--- src/rtl/seq_divider.sv ---
// Multi-cycle restoring divider: one quotient bit per cycle, unsigned or two's-complement
// operands, start/done handshake and a one-cycle divide-by-zero shortcut.
module seq_divider #(
  parameter int WIDTH = 32,
  localparam int CNT_W = $clog2(WIDTH + 1)
) (
  input  logic             clk,
  input  logic             reset,
  input  logic             start,
  input  logic             signed_mode,
  input  logic [WIDTH-1:0] dividend,
  input  logic [WIDTH-1:0] divisor,
  output logic             busy,
  output logic             done,
  output logic [WIDTH-1:0] quotient,
  output logic [WIDTH-1:0] remainder,
  output logic             div_by_zero
);

  typedef enum logic [1:0] {
    IDLE   = 2'd0,
    CALC   = 2'd1,
    FINISH = 2'd2
  } state_t;

  state_t               state_q, state_d;
  logic [2*WIDTH-1:0]   rem_q, rem_d;
  logic [WIDTH-1:0]     dvs_q, dvs_d;
  logic [CNT_W-1:0]     cnt_q, cnt_d;
  logic                 neg_quo_q, neg_quo_d;
  logic                 neg_rem_q, neg_rem_d;
  logic [WIDTH-1:0]     quotient_q, quotient_d;
  logic [WIDTH-1:0]     remainder_q, remainder_d;
  logic                 done_q, done_d;
  logic                 dbz_q, dbz_d;
  logic                 busy_q, busy_d;

  logic [WIDTH-1:0]     shifted_hi;
  logic [WIDTH:0]       diff;

  // Magnitudes stay WIDTH-bit unsigned, so |-2^(W-1)| = 2^(W-1) needs no special case.
  function automatic logic [WIDTH-1:0] magnitude(input logic [WIDTH-1:0] v, input logic take);
    if (take && v[WIDTH-1]) begin
      magnitude = -v;
    end else begin
      magnitude = v;
    end
  endfunction

  // Next-state, datapath and output computation.
  always_comb begin
    state_d     = state_q;
    rem_d       = rem_q;
    dvs_d       = dvs_q;
    cnt_d       = cnt_q;
    neg_quo_d   = neg_quo_q;
    neg_rem_d   = neg_rem_q;
    quotient_d  = quotient_q;
    remainder_d = remainder_q;
    dbz_d       = dbz_q;
    done_d      = 1'b0;
    shifted_hi  = rem_q[2*WIDTH-2:WIDTH-1];
    diff        = {1'b0, shifted_hi} - {1'b0, dvs_q};

    case (state_q)
      IDLE: begin
        if (start) begin
          if (divisor == {WIDTH{1'b0}}) begin
            quotient_d  = {WIDTH{1'b1}};
            remainder_d = dividend;
            dbz_d       = 1'b1;
            done_d      = 1'b1;
            state_d     = IDLE;
          end else begin
            neg_quo_d = signed_mode & (dividend[WIDTH-1] ^ divisor[WIDTH-1]);
            neg_rem_d = signed_mode & dividend[WIDTH-1];
            dvs_d     = magnitude(divisor, signed_mode);
            rem_d     = {{WIDTH{1'b0}}, magnitude(dividend, signed_mode)};
            cnt_d     = {CNT_W{1'b0}};
            dbz_d     = 1'b0;
            state_d   = CALC;
          end
        end else begin
          state_d = IDLE;
        end
      end
      CALC: begin
        // diff[WIDTH] is the borrow: set when the partial remainder is below the divisor.
        if (!diff[WIDTH]) begin
          rem_d = {diff[WIDTH-1:0], rem_q[WIDTH-2:0], 1'b1};
        end else begin
          rem_d = {rem_q[2*WIDTH-2:0], 1'b0};
        end
        cnt_d = cnt_q + {{(CNT_W-1){1'b0}}, 1'b1};
        if (cnt_q == CNT_W'(WIDTH - 1)) begin
          state_d = FINISH;
        end else begin
          state_d = CALC;
        end
      end
      FINISH: begin
        if (neg_quo_q) begin
          quotient_d = -rem_q[WIDTH-1:0];
        end else begin
          quotient_d = rem_q[WIDTH-1:0];
        end
        if (neg_rem_q) begin
          remainder_d = -rem_q[2*WIDTH-1:WIDTH];
        end else begin
          remainder_d = rem_q[2*WIDTH-1:WIDTH];
        end
        done_d  = 1'b1;
        state_d = IDLE;
      end
      default: begin
        state_d = IDLE;
      end
    endcase

    busy_d = (state_d != IDLE);
  end

  // State and result registers; reset aborts any division in flight.
  always_ff @(posedge clk or posedge reset) begin
    if (reset) begin
      state_q     <= IDLE;
      rem_q       <= {(2*WIDTH){1'b0}};
      dvs_q       <= {WIDTH{1'b0}};
      cnt_q       <= {CNT_W{1'b0}};
      neg_quo_q   <= 1'b0;
      neg_rem_q   <= 1'b0;
      quotient_q  <= {WIDTH{1'b0}};
      remainder_q <= {WIDTH{1'b0}};
      done_q      <= 1'b0;
      dbz_q       <= 1'b0;
      busy_q      <= 1'b0;
    end else begin
      state_q     <= state_d;
      rem_q       <= rem_d;
      dvs_q       <= dvs_d;
      cnt_q       <= cnt_d;
      neg_quo_q   <= neg_quo_d;
      neg_rem_q   <= neg_rem_d;
      quotient_q  <= quotient_d;
      remainder_q <= remainder_d;
      done_q      <= done_d;
      dbz_q       <= dbz_d;
      busy_q      <= busy_d;
    end
  end

  assign busy        = busy_q;
  assign done        = done_q;
  assign quotient    = quotient_q;
  assign remainder   = remainder_q;
  assign div_by_zero = dbz_q;

endmodule

--- config.mk ---
export PLATFORM = sky130hd
export DESIGN_NAME = seq_divider
export DESIGN_NICKNAME = d
export VERILOG_FILES = /design/src/rtl/seq_divider.sv
export SDC_FILE = /design/constraint.sdc
export NUM_CORES = 1
export LEC_CHECK = 0
export CORE_MARGIN = 2
export CORE_UTILIZATION = 50
export CTS_CLUSTER_DIAMETER = 80
export DETAILED_ROUTE_END_ITERATION = 7
export PLACE_DENSITY = 0.73
export SKIP_LAST_GASP = 1
export SLEW_MARGIN = 10
export SYNTH_ARGS = -nofsm -noshare
export SYNTH_HDL_FRONTEND = slang
export SYNTH_SLANG_ARGS = --single-unit
--- constraint.sdc ---
create_clock -name clk -period 5.9 [get_ports clk]
set_clock_uncertainty 0.2 [all_clocks]
set_input_delay 0.59 -clock clk [delete_from_list [all_inputs] [get_ports clk]]
set_output_delay 0.59 -clock clk [all_outputs]
set_load 0.01 [all_outputs]
==> results summary <==
The flow ran to the end, and the final reports show no timing, DRC or antenna violations. The number of nets in the synthesized netlist is 1471. After the first detailed-routing iteration, the DRC count stood at 702.

Power spread over the standard cell area amounts to 250 mW/mm². During synthesis, Yosys emitted a total of 0 warnings. The mean instance size in the synthesized netlist came out at 8.31 µm². The maximum count of clock buffers along a single path came out at 2. For this design the static power due to leakage is 5.60 nW.

Leaving out fill and tap cells, the most frequent cells in the layout are sky130_fd_sc_hd__nand2_1 (208), sky130_fd_sc_hd__dfrtp_1 (173), sky130_fd_sc_hd__o21ai_0 (169). The final instance area came out at 0.0134 mm². The cell sitting at the root of the clock tree is a sky130_fd_sc_hd__clkbuf_16.

The unique cell type count in the Yosys netlist came out at 69. The tool flagged a number of max-cap violations equal to 0. The hold buffer count at cts is 0.

STA classifies the critical path endpoint as a register. The area used by sequential logic in the layout is 0.00433 mm². The overflow left after global routing is 0.

The upper clock frequency limit is 240 MHz. The die covers 0.0239 mm². The number of gates given a new drive strength after cts is 0. The number of buffers added for setup after CTS came out at 0. The number of buffers inserted during clock tree synthesis came out at 17. The placed wire-length estimate after detailed placement is 21000 µm.

The number of H-tree levels is 4. Subtracting the final worst setup slack from the clock period gives 4.17 ns. The routed via count divided by cell count is 5.65.

The total number of vias is 9920. The routed length per instance came out at 15.9 µm. The setup path with the least slack is of type register to register.

The remaining design rule violation count came out at 0. STA classifies the critical path startpoint as a register. The required time at the worst-slack endpoint is 6.02 ns. The count of nets left with antenna violations after detail routing is 0. TritonCTS built the clock tree.

The number of global-route vias before repair is 9392. Setup repair after global routing left no endpoint under its margin. The clock input transition at the sequential cells of the worst setup and hold paths came out at 0.07 ns. The initial core utilization came out at 50.5%. In this run the critical register-to-register path is captured at rem_q[62]. Of all nets on the critical path, the largest fanout is 34.

The part of the Yosys area used for sequential elements came out at 38.2%. The maximum cell stage delay along the critical path is 0.56 ns. The length of the first detailed-routing pass in iterations is 5. The maximum number of pins on one net before global-route repair is 103. The total inserted antenna cells is 0.

The clock net sink count is 173. The final sum of negative setup slack came out at 0 ns. The final count of hold timing violations is 0. The wire length of the first global-routing pass is 46300 µm. Setup violations remaining at the end of the flow were counted as 0. The placement row count came out at 55. The worst hold path begins at dvs_q[16]. The area used by multi-input combinational logic is 0.00651 mm². The filler cell count came out at 1982. Leaving out fill and tap cells, the most frequent cell in the layout is sky130_fd_sc_hd__nand2_1. The number of register bits inferred by synthesis is 173. The critical path goes through inv_1 > ha_1 > fa_1 > nand2b_1 > a21oi_1 > o21ai_0 > o21ai_1 > a311oi_2 > o2111ai_1 > nand2_2 > a32o_1 > a211o_1. The signal arrival time at the worst endpoint came out at 4.29 ns. The fraction of registers with async set/reset came out at 100%. The worst hold path terminates at dvs_q[16]. The length in cells of the worst reg-to-reg path came out at 12. The number of flops mapped to enable cells by yosys is 0. The slack of the worst reg-to-reg path came out at 1.73 ns.

The number of antenna violations at the first check in global routing came out at 0. The clock latency on the worst-skew pair is 0.44 ns. In this run the cell area measured after placement is 0.0128 mm².

The portion of the clock cycle consumed by the worst path in the final layout is 70.7%. The post-synthesis to final-layout area growth came out at 17.9%. Summing every instance area after synthesis gives 0.0113 mm². In this run the tightest slew margin relative to its limit is 31.3%. The classification of the worst-slack hold path is register to register.

The die height came out at 155 µm. Measured along the x axis, the die boundary spans 155 µm. The worst register-to-register path begins at rem_q[31]. The most used flip-flop cell after synthesis is sky130_fd_sc_hd__dfrtp_1. The top cell type by total area after synthesis is sky130_fd_sc_hd__dfrtp_1. The port buffer count is 134. By area the synthesized netlist is led by sky130_fd_sc_hd__dfrtp_1 (38%), sky130_fd_sc_hd__o21ai_0 (7.5%), sky130_fd_sc_hd__nand2_1 (6.9%). The top cell type's share of synthesized area is 38.2%. In the final layout, the share of cells above drive strength 1 is 4.89%. The worst hold path passes through 2 cells. The total routing resource utilization after global routing is 23.7%. The max-slew violation count came out at 0.

In the synthesized netlist, the number of instances is 1364. The worst-case IR drop observed on VDD is 0.000203 V. The total wire length is 27900 µm. After the last flow step, the layout net total stands at 1566.

The congestion estimate from routability-driven global placement came to 0.874. At the pin with the least slew margin, the transition time is 1.02 ns. 135 I/O pins were placed. The total area inside the core boundary comes to 0.0224 mm². The slowest stage of the critical path is the sky130_fd_sc_hd__nand2_2 cell.
## sequential cells by signal, indices dropped and copies added (netlist names)
name and flops:
busy 1, remainder 32, quotient 32, cnt_q 6
dvs_q 32, neg_rem_q 1, neg_quo_q 1, rem_q 64
div_by_zero 1, state_q 2, done 1
## cell families after synthesis
family / Yosys count / share of synthesized area, %
AO/OA/AOI/OAI: 394 / 20.7
XOR/XNOR: 150 / 11.6
adder cells (fa/ha/maj): 39 / 4.37
buffers and inverters: 123 / 4.48
flip-flops: 173 / 38.2
multiplexers: 27 / 2.40
AND/OR/NAND/NOR: 458 / 18.3
## final cells by class
class | count | area share (%)
Multi-Input combinational cell | 1068 | 48.7
Sequential cell | 173 | 32.4
Timing Repair Buffer | 145 | 10.7
Clock buffer | 17 | 3.18
Tap cell | 285 | 2.67
Inverter | 54 | 1.55
Clock inverter | 14 | 0.824
## cell usage after synthesis (4+ instances only)
library cell,instances
sky130_fd_sc_hd__nand2_1,209
sky130_fd_sc_hd__dfrtp_1,173
sky130_fd_sc_hd__o21ai_0,169
sky130_fd_sc_hd__nor2_1,112
sky130_fd_sc_hd__xnor2_1,85
sky130_fd_sc_hd__a21oi_1,84
sky130_fd_sc_hd__xor2_1,65
sky130_fd_sc_hd__inv_1,53
sky130_fd_sc_hd__clkbuf_1,49
sky130_fd_sc_hd__a31oi_1,39
sky130_fd_sc_hd__ha_1,38
sky130_fd_sc_hd__nor3_1,32
sky130_fd_sc_hd__mux2i_1,26
sky130_fd_sc_hd__o31ai_1,22
sky130_fd_sc_hd__nand2b_1,18
sky130_fd_sc_hd__nand3_1,14
sky130_fd_sc_hd__nor2b_1,11
sky130_fd_sc_hd__or3_1,10
sky130_fd_sc_hd__nor4_1,9
sky130_fd_sc_hd__o41ai_1,9
sky130_fd_sc_hd__buf_4,8
sky130_fd_sc_hd__o211ai_1,8
sky130_fd_sc_hd__or4_1,8
sky130_fd_sc_hd__a32oi_1,7
sky130_fd_sc_hd__buf_2,7
sky130_fd_sc_hd__o22ai_1,6
sky130_fd_sc_hd__a21o_1,5
sky130_fd_sc_hd__and2_1,5
sky130_fd_sc_hd__or2_2,5
sky130_fd_sc_hd__a221o_1,4
sky130_fd_sc_hd__a22oi_1,4
sky130_fd_sc_hd__buf_1,4
sky130_fd_sc_hd__or3_4,4
## metrics by stage
step | instances | total power [mW] | utilization (%) | setup WS [ns] | hold WS, ns
global route | 1756 | 3.52 | 59.6 | 1.48 | 0.335
global placement | 1725 | 2.27 | 57.2 | 1.65 | 0.265
floorplan | 1364 | 2.06 | - | 0.422 | 0.250
finish | 1756 | 3.34 | 59.6 | 1.73 | 0.287
CTS | 1756 | 3.34 | 59.6 | 1.73 | 0.294
detailed placement | 1725 | 2.30 | 57.2 | 1.47 | 0.280
## report_power, final
group,internal (mW),switching [mW],leakage (nW)
clock network,0.544,0.506,0.254
logic,0.407,0.469,3.45
registers,1.27,0.146,1.89
total,2.22,1.12,5.60
## critical path: cells and delay by family, from the launching register on
kind	cells	cell delay, ns
AND/OR/NAND/NOR	2	0.74
AO/OA/AOI/OAI	7	1.93
flip-flops	1	0.46
adder cells (fa/ha/maj)	2	0.61
buffers and inverters	1	0.12
## metal layers
layer  routed length, µm  part of all wire (%)  global-route usage (%)
met5                   0                     0                       0
met3                1350                   4.8                    3.70
met1               13200                    47                    32.7
met2               13000                    47                    39.6
met4                 293                   1.1                    5.11
## worst max path at each step
stage | from | end | slack (ns)
floorplan | reset | busy | 0.42
global placement | divisor[2] | remainder[1] | 1.65
detailed placement | divisor[2] | remainder[5] | 1.47
CTS | rem_q[31] | rem_q[62] | 1.73
global route | rem_q[31] | rem_q[62] | 1.48
finish | rem_q[31] | rem_q[62] | 1.73
Note: power is estimated with default switching activity, not from simulation.
